**src/rtl/reg_piso_tx_if.sv**
```systemverilog
// Load handshake and serial-side signals of the PISO transmitter.
// The master drives words in; the slave (the transmitter) drives the serial side.
interface reg_piso_tx_if #(
  parameter int NBITS_DATA = 4
);
  logic [NBITS_DATA-1:0] data_in;
  logic                  load_valid;
  logic                  load_ready;
  logic                  serial_out;
  logic                  serial_valid;
  logic                  last;
  logic                  done;

  modport master (
    output data_in, load_valid,
    input  load_ready, serial_out, serial_valid, last, done
  );

  modport slave (
    input  data_in, load_valid,
    output load_ready, serial_out, serial_valid, last, done
  );
endinterface

```
**src/rtl/reg_piso_tx.sv**
```systemverilog
// Parallel-in/serial-out transmitter: accepts a word on a valid/ready
// handshake and shifts it out LSB first, one bit per clock. A new word can
// be accepted during the final bit, so back-to-back words leave no gap.
module reg_piso_tx #(
  parameter int NBITS_DATA = 4
) (
  input  logic           clk,
  input  logic           reset,
  reg_piso_tx_if.slave   bus
);

  localparam int              CW       = $clog2(NBITS_DATA);
  localparam logic [CW-1:0]   LAST_CNT = CW'(NBITS_DATA - 1);

  typedef enum logic {
    IDLE  = 1'b0,
    SHIFT = 1'b1
  } state_t;

  state_t                state, state_next;
  logic [NBITS_DATA-1:0] shreg, shreg_next;
  logic [CW-1:0]         cnt, cnt_next;
  logic                  done_q;

  logic at_last;
  logic fire;

  // The final bit of a word is being presented; this alone opens load_ready
  // while shifting, so no input reaches any output combinationally.
  assign at_last = (state == SHIFT) && (cnt == LAST_CNT);
  assign fire    = bus.load_valid && bus.load_ready;

  // State register.
  // NOTE: sequential state uses non-blocking assignments so every flop samples
  // pre-edge values, regardless of the order the simulator runs processes.
  always_ff @(posedge clk or negedge reset) begin
    if (!reset) begin
      state <= IDLE;
    end else begin
      state <= state_next;
    end
  end

  // Datapath registers: shift register, bit counter and the registered done pulse.
  // NOTE: reset clears the shift register too, so a reset mid-word leaves no
  // stale bits that could leak out after deassertion.
  always_ff @(posedge clk or negedge reset) begin
    if (!reset) begin
      shreg  <= '0;
      cnt    <= '0;
      done_q <= 1'b0;
    end else begin
      shreg  <= shreg_next;
      cnt    <= cnt_next;
      done_q <= at_last;
    end
  end

  // Next-state and datapath update: load on handshake, otherwise shift right.
  always_comb begin
    // NOTE: every variable gets a default first so no path through the case
    // leaves it unassigned and infers a latch.
    state_next = state;
    shreg_next = shreg;
    cnt_next   = cnt;

    unique case (state)
      IDLE: begin
        if (fire) begin
          shreg_next = bus.data_in;
          cnt_next   = '0;
          state_next = SHIFT;
        end
      end

      SHIFT: begin
        if (at_last) begin
          if (fire) begin
            shreg_next = bus.data_in;
            cnt_next   = '0;
          end else begin
            shreg_next = '0;
            cnt_next   = '0;
            state_next = IDLE;
          end
        end else begin
          shreg_next = {1'b0, shreg[NBITS_DATA-1:1]};
          cnt_next   = cnt + CW'(1);
        end
      end

      default: begin
        state_next = IDLE;
      end
    endcase
  end

  // Outputs are decoded from registered state only.
  assign bus.load_ready   = (state == IDLE) || at_last;
  assign bus.serial_valid = (state == SHIFT);
  assign bus.serial_out   = (state == SHIFT) && shreg[0];
  assign bus.last         = at_last;
  assign bus.done         = done_q;

endmodule

```
**src/flat_wrapper.sv**
```systemverilog
// flat-port wrapper written by rule: the top's interface ports become plain ports
module reg_piso_tx_flat 
#(
  parameter int NBITS_DATA = 4
)
  (clk, reset, bus_data_in, bus_load_valid, bus_load_ready, bus_serial_out, bus_serial_valid, bus_last, bus_done);
  reg_piso_tx_if #(.NBITS_DATA(NBITS_DATA)) bus_i ();
  input  logic clk;
  input  logic reset;
  input wire logic [$bits(bus_i.data_in)-1:0] bus_data_in;
  input wire logic [$bits(bus_i.load_valid)-1:0] bus_load_valid;
  output wire logic [$bits(bus_i.load_ready)-1:0] bus_load_ready;
  output wire logic [$bits(bus_i.serial_out)-1:0] bus_serial_out;
  output wire logic [$bits(bus_i.serial_valid)-1:0] bus_serial_valid;
  output wire logic [$bits(bus_i.last)-1:0] bus_last;
  output wire logic [$bits(bus_i.done)-1:0] bus_done;
  assign bus_i.data_in = bus_data_in;
  assign bus_i.load_valid = bus_load_valid;
  assign bus_load_ready = bus_i.load_ready;
  assign bus_serial_out = bus_i.serial_out;
  assign bus_serial_valid = bus_i.serial_valid;
  assign bus_last = bus_i.last;
  assign bus_done = bus_i.done;
  reg_piso_tx #(.NBITS_DATA(NBITS_DATA)) u_core (.clk(clk), .reset(reset), .bus(bus_i));
endmodule
```
**config.mk**
```make
export PLATFORM = sky130hd
export DESIGN_NAME = reg_piso_tx_flat
export DESIGN_NICKNAME = d
export VERILOG_FILES = /design/src/rtl/reg_piso_tx_if.sv /design/src/rtl/reg_piso_tx.sv /design/src/flat_wrapper.sv
export SDC_FILE = /design/constraint.sdc
export NUM_CORES = 1
export LEC_CHECK = 0
export BUFFER_PORTS_ARGS = -buffer_cell sky130_fd_sc_hd__buf_4
export CAP_MARGIN = 15
export CORE_AREA = 2 2 39 41
export CTS_BUF_LIST = sky130_fd_sc_hd__clkbuf_16
export CTS_CLUSTER_SIZE = 28
export DETAILED_ROUTE_END_ITERATION = 7
export DIE_AREA = 0 0 41 43
export GPL_TIMING_DRIVEN = 0
export HOLD_SLACK_MARGIN = 0.1
export PLACE_DENSITY_LB_ADDON = 0.15
export SKIP_LAST_GASP = 1
export SYNTH_ARGS = -nofsm -noshare
export SYNTH_HDL_FRONTEND = slang
export SYNTH_SLANG_ARGS = --single-unit
```
**constraint.sdc**
```tcl
create_clock -name clk -period 2.71 [get_ports clk]
set_clock_uncertainty 0.1 [all_clocks]
set_input_delay 0.1355 -clock clk [delete_from_list [all_inputs] [get_ports clk]]
set_output_delay 0.1355 -clock clk [all_outputs]
set_load 0.005 [all_outputs]
```
; Yosys cells after proc, flatten, opt, wreduce, memory -nomap -nowiden
; Index checks and enable logic that the tools add are counted.
[word_totals]
regBits = 8
inputBits = 7
output_inout_bits = 5
elab_cells = 22
[op_classes]
n_addsub = 1
eq_ne = 2
muxes = 10
bitwise = 1
reduce_logical = 4
[op_table]
columns = operator, n
row1 = 4-bit 2-to-1 mux, 3
row2 = 4-bit case mux with 2 select lines, 1
row3 = 2-bit 2-to-1 mux, 2
row4 = 2-bit case mux with 2 select lines, 1
row5 = 1-bit logical AND, 3
row6 = 2-bit by 1-bit adder with 2-bit output (second input constant), 1
row7 = 2-bit equality test (second input constant), 1
row8 = 1-bit 2-to-1 mux, 2
row9 = 2-bit by 1-bit inequality test with 1-bit output (second input constant), 1
row10 = 1-bit case mux with 2 select lines, 1
row11 = 1-bit logical OR, 1
row12 = 1-bit NOT, 1

; Logic depth before layout (Yosys ltp)
[depth]
ltp_word = 7
ltp_mapped = 4
depth_no_buf = 3

; Least setup slack after synthesis
; No wires, ideal clock.
[synth_path]
path_kind = register to register
startpoint = register u_core.cnt[0]
endpoint = register u_core.shreg[0]
t_arrival_ps = 1059
required_ps = 2520
path_slack_ps = 1461
stages_incl_launch_ff = 5
path_buffers = 1
period_less_slack_ps = 1249
path_cell_list = dfrtp_1 -> ha_1 -> nand2b_1 -> buf_2 -> o221ai_1
[synth_via]
elab_chain_len = 7
elab_cells_between_ends = 8
classes_between = 2 x eq/ne / 3 x mux / 3 x reduce/logical
[synth_lines]
columns = element, line_no
row1 = "start, declared", reg_piso_tx.sv:22  ; logic [CW-1:0] cnt, cnt_next;
row2 = "start signal, assigned", reg_piso_tx.sv:54  ; cnt <= cnt_next;
row3 = 2-bit equality test *, reg_piso_tx.sv:30  ; assign at_last = (state == SHIFT) && (cnt == LAST_CNT);
row4 = 1-bit logical AND *, reg_piso_tx.sv:30
row5 = 1-bit logical OR *, reg_piso_tx.sv:99  ; assign bus.load_ready = (state == IDLE) || at_last;
row6 = net bus_load_ready, flat_wrapper.sv:12  ; output wire logic [$bits(bus_i.load_ready)-1:0] bus_load_ready;
row7 = 1-bit logical AND *, reg_piso_tx.sv:31  ; assign fire = bus.load_valid && bus.load_ready;
row8 = 4-bit 2-to-1 mux, reg_piso_tx.sv:78  ; if (fire) begin
row9 = 4-bit 2-to-1 mux, reg_piso_tx.sv:77  ; if (at_last) begin
row10 = 4-bit case mux with 2 select lines, reg_piso_tx.sv:67  ; unique case (state)
row11 = "end signal, assigned", reg_piso_tx.sv:53  ; shreg <= shreg_next;
row12 = "end, declared", reg_piso_tx.sv:21  ; logic [NBITS_DATA-1:0] shreg, shreg_next;
; The timed path passes the listed nets; every way through them passes the cells marked *.
; A chain may end at the register's enable or synchronous reset.

; Worst setup path in the final report
[layout_path]
startpoint = register u_core.cnt[0]
endpoint = output port bus_load_ready
[layout_via]
elab_chain_len = 3
[layout_lines]
columns = element, line_no
row1 = 2-bit equality test, reg_piso_tx.sv:30
row2 = 1-bit logical AND, reg_piso_tx.sv:30
row3 = 1-bit logical OR, reg_piso_tx.sv:99
row4 = "end, declared", flat_wrapper.sv:12
; No other way between the ends.

==> metrics <==
Reg power frac 31.4%; synth warn 0; gr ovfl total 0; Synth area leader dfrtp_1; Fmax 0.631 GHz; DR vias/cell 4.61; drt wl/cell 11.6 µm; Hold Startpoint bus_load_valid; total number of vias 323; count of different cell masters after synthesis 13; Slew Viols, Final 0; Multi-input gate area 150 µm²; Syn Area/Cell 10.9 µm²; Finished Layout Cells 70; DP Cell Count 62; TritonCTS buffer count 3; DRC 0; Area contributors post-synth dfrtp_1, mux2i_1, o221ai_1; DP HPWL 582 µm; Power Dens Cells 1050 nW/µm²; worst setup path startpoint u_core.cnt[0]; XOR/XNOR share of the synthesized area 0%; Period minus WS final 1.58 ns; WHS 0.155 ns; I/O Pins 12; CP max FO 7; Core Area 1380 µm²; Filler cells 136; Reg clk slew, reported paths 0.04 ns; most frequent cell after synthesis dfrtp_1; Worst Tran Pin Value 0.298 ns; die area 1760 µm²; post-layout util 44.0%; Die Y 43 µm; Post-Route WL 812 µm; internal power 468 µW; Syn Inst Count 35; clock tree buffer depth 2; number of nets with antenna violations after routing 0; std cell rows 14; first-pass GRT wire length 1300 µm; Startpoint Class flip-flop; Clk pwr share 38.4%; Critical R2R Launch u_core.cnt[0]; fin nets 64; Worst Setup End Kind output pin; Post-CTS Resized 0; Final period util 58.5%; # diodes 0; Synth Area in Compound Gates 12.1%; main combinational cell family by area after synthesis simple AND/OR/NAND/NOR gates; Post-synth ARST share 100%; area share of and/or/nand/nor cells after synthesis 13.4%; Max IR drop VDD 0.000494 V; share of layout cells above drive strength 1 29.6%; Post-Syn Area 382 µm²; CTS tree built; syn_nets 43; Initial Utilization 27.6%; Initial DRC Count 1; Arr. time, crit path 1.35 ns; Leak 0.295 nW; top cells by count, synth dfrtp_1, inv_1, mux2i_1, nand3_1; CTS root buffer clkbuf_16; Register Area 200 µm²; clock sink count 8; Final Setup Violations 0; Main synth FF type dfrtp_1; Hold WC Path Type in -> reg; CP Class reg -> out; unrepaired setup endpoints after global routing no; Final Hold Viols 0; Yosys top cell area share 52.5%; PortBufs 11; 1st-pass router iterations 2; Adder-Cell Fraction of Synth Area 3.28%; htree depth 1; #FFs+latches synth 8; area grow syn2layout 59.7%; largest net degree at the start of global routing 11; vias in the first global route 287; Sw Ratio 27.1%; Clock Latency Late Sink 0.23 ns; chip width 41 µm; Maximum Capacitance Violations 0; post-synthesis sequential area ratio 52.5%; Setup TNS Final 0 ns; post-synthesis mux area share 10.5%; initial antenna violation count 0; Critical Path RT 2.47 ns; count of flip-flops with a built-in enable after synthesis 0; Comb pwr share 30.2%; status finished, final reports clean; Psw 174 µW; Overall Global Routing Usage 12.1%; max_slew headroom 80.1%; gpl congestion 0.633
-- layout by cell type (no fill, tap or decap) --
cell,Yosys,routed
buf_4,1,12
dfrtp_1,8,8
inv_1,5,5
dlygate4sd3_1,0,5
mux2i_1,4,4
nand3_1,4,4
nand2b_1,3,3
o221ai_1,3,3
clkbuf_16,0,3
and2_1,2,2
buf_2,1,1
o21ai_1,1,1
o32ai_1,1,1
o22ai_1,1,1
ha_1,1,1
-- power by group through the flow --
stage,combinational (mW),sequential (mW),clock [mW]
6_report,0.194,0.202,0.247
5_1_grt,0.219,0.211,0.259
4_1_cts,0.200,0.203,0.252
3_5_place_dp,0.193,0.204,0
3_3_place_gp,0.188,0.199,0
2_1_floorplan,0.114,0.195,0
-- per-stage QoR --
stage / worst slack, ns / power (mW) / instance area [µm²]
2_1_floorplan: 1.46 / 0.309 / 382
3_3_place_gp: 1.37 / 0.388 / 484
3_5_place_dp: 1.35 / 0.397 / 484
4_1_cts: 1.10 / 0.654 / 609
5_1_grt: 1.04 / 0.689 / 609
6_report: 1.13 / 0.643 / 609
-- kinds of logic after synthesis --
group	count (synthesis)
simple gates	9
flops	8
buf+inv	7
compound gates	6
mux	4
fa+ha+maj	1
-- state kept, by name, indices dropped and copies added (netlist names) --
name / cells
u_core.bus.done: 1
u_core.cnt: 2
u_core.shreg: 4
u_core.bus.serial_valid: 1
-- per-layer routing --
layer	GRT usage, %	up-vias	wire (µm)
met5	0	-	0
li1	-	161	-
met3	6.81	5	72
met2	13.4	11	352
met1	16.2	146	358
met4	10.0	0	28
-- path summary, 6_finish.rpt --
| check | cells after the start | endpoint | slack, ns |
|---|---|---|---|
| worst max-delay path | 4 | bus_load_ready | 1.13 |
| worst min-delay path | 3 | u_core.shreg[0] | 0.15 |
| worst max register to register | 4 | u_core.shreg[1] | 1.37 |
| worst min register to register | 1 | u_core.cnt[0] | 0.41 |
| max in group asynchronous | 2 | u_core.bus.done | 2.23 |
| min in group asynchronous | 2 | u_core.bus.serial_valid | 0.16 |
-- repair_timing --
item / CTS / global route
hold buffers: 5 / 0
hold endpoints to repair: 12 / 0
buffers inserted: 0 / 0
-- worst max-delay path, cell delays in order (launching register included) --
cell	delay, ns
dfrtp_1	0.39
ha_1	0.27
nand2b_1	0.15
buf_2	0.16
buf_4	0.14
-- final cells by class --
| cell class | instances | area share [%] |
|---|---|---|
| flip-flops and latches | 8 | 32.9 |
| multi-input cells | 20 | 24.6 |
| repair buffers | 16 | 21.8 |
| clock buffers | 3 | 12.3 |
| well taps | 16 | 3.29 |
| inverters | 5 | 3.08 |
| plain buffers | 2 | 2.05 |
Power figures use the tool's default switching activity.
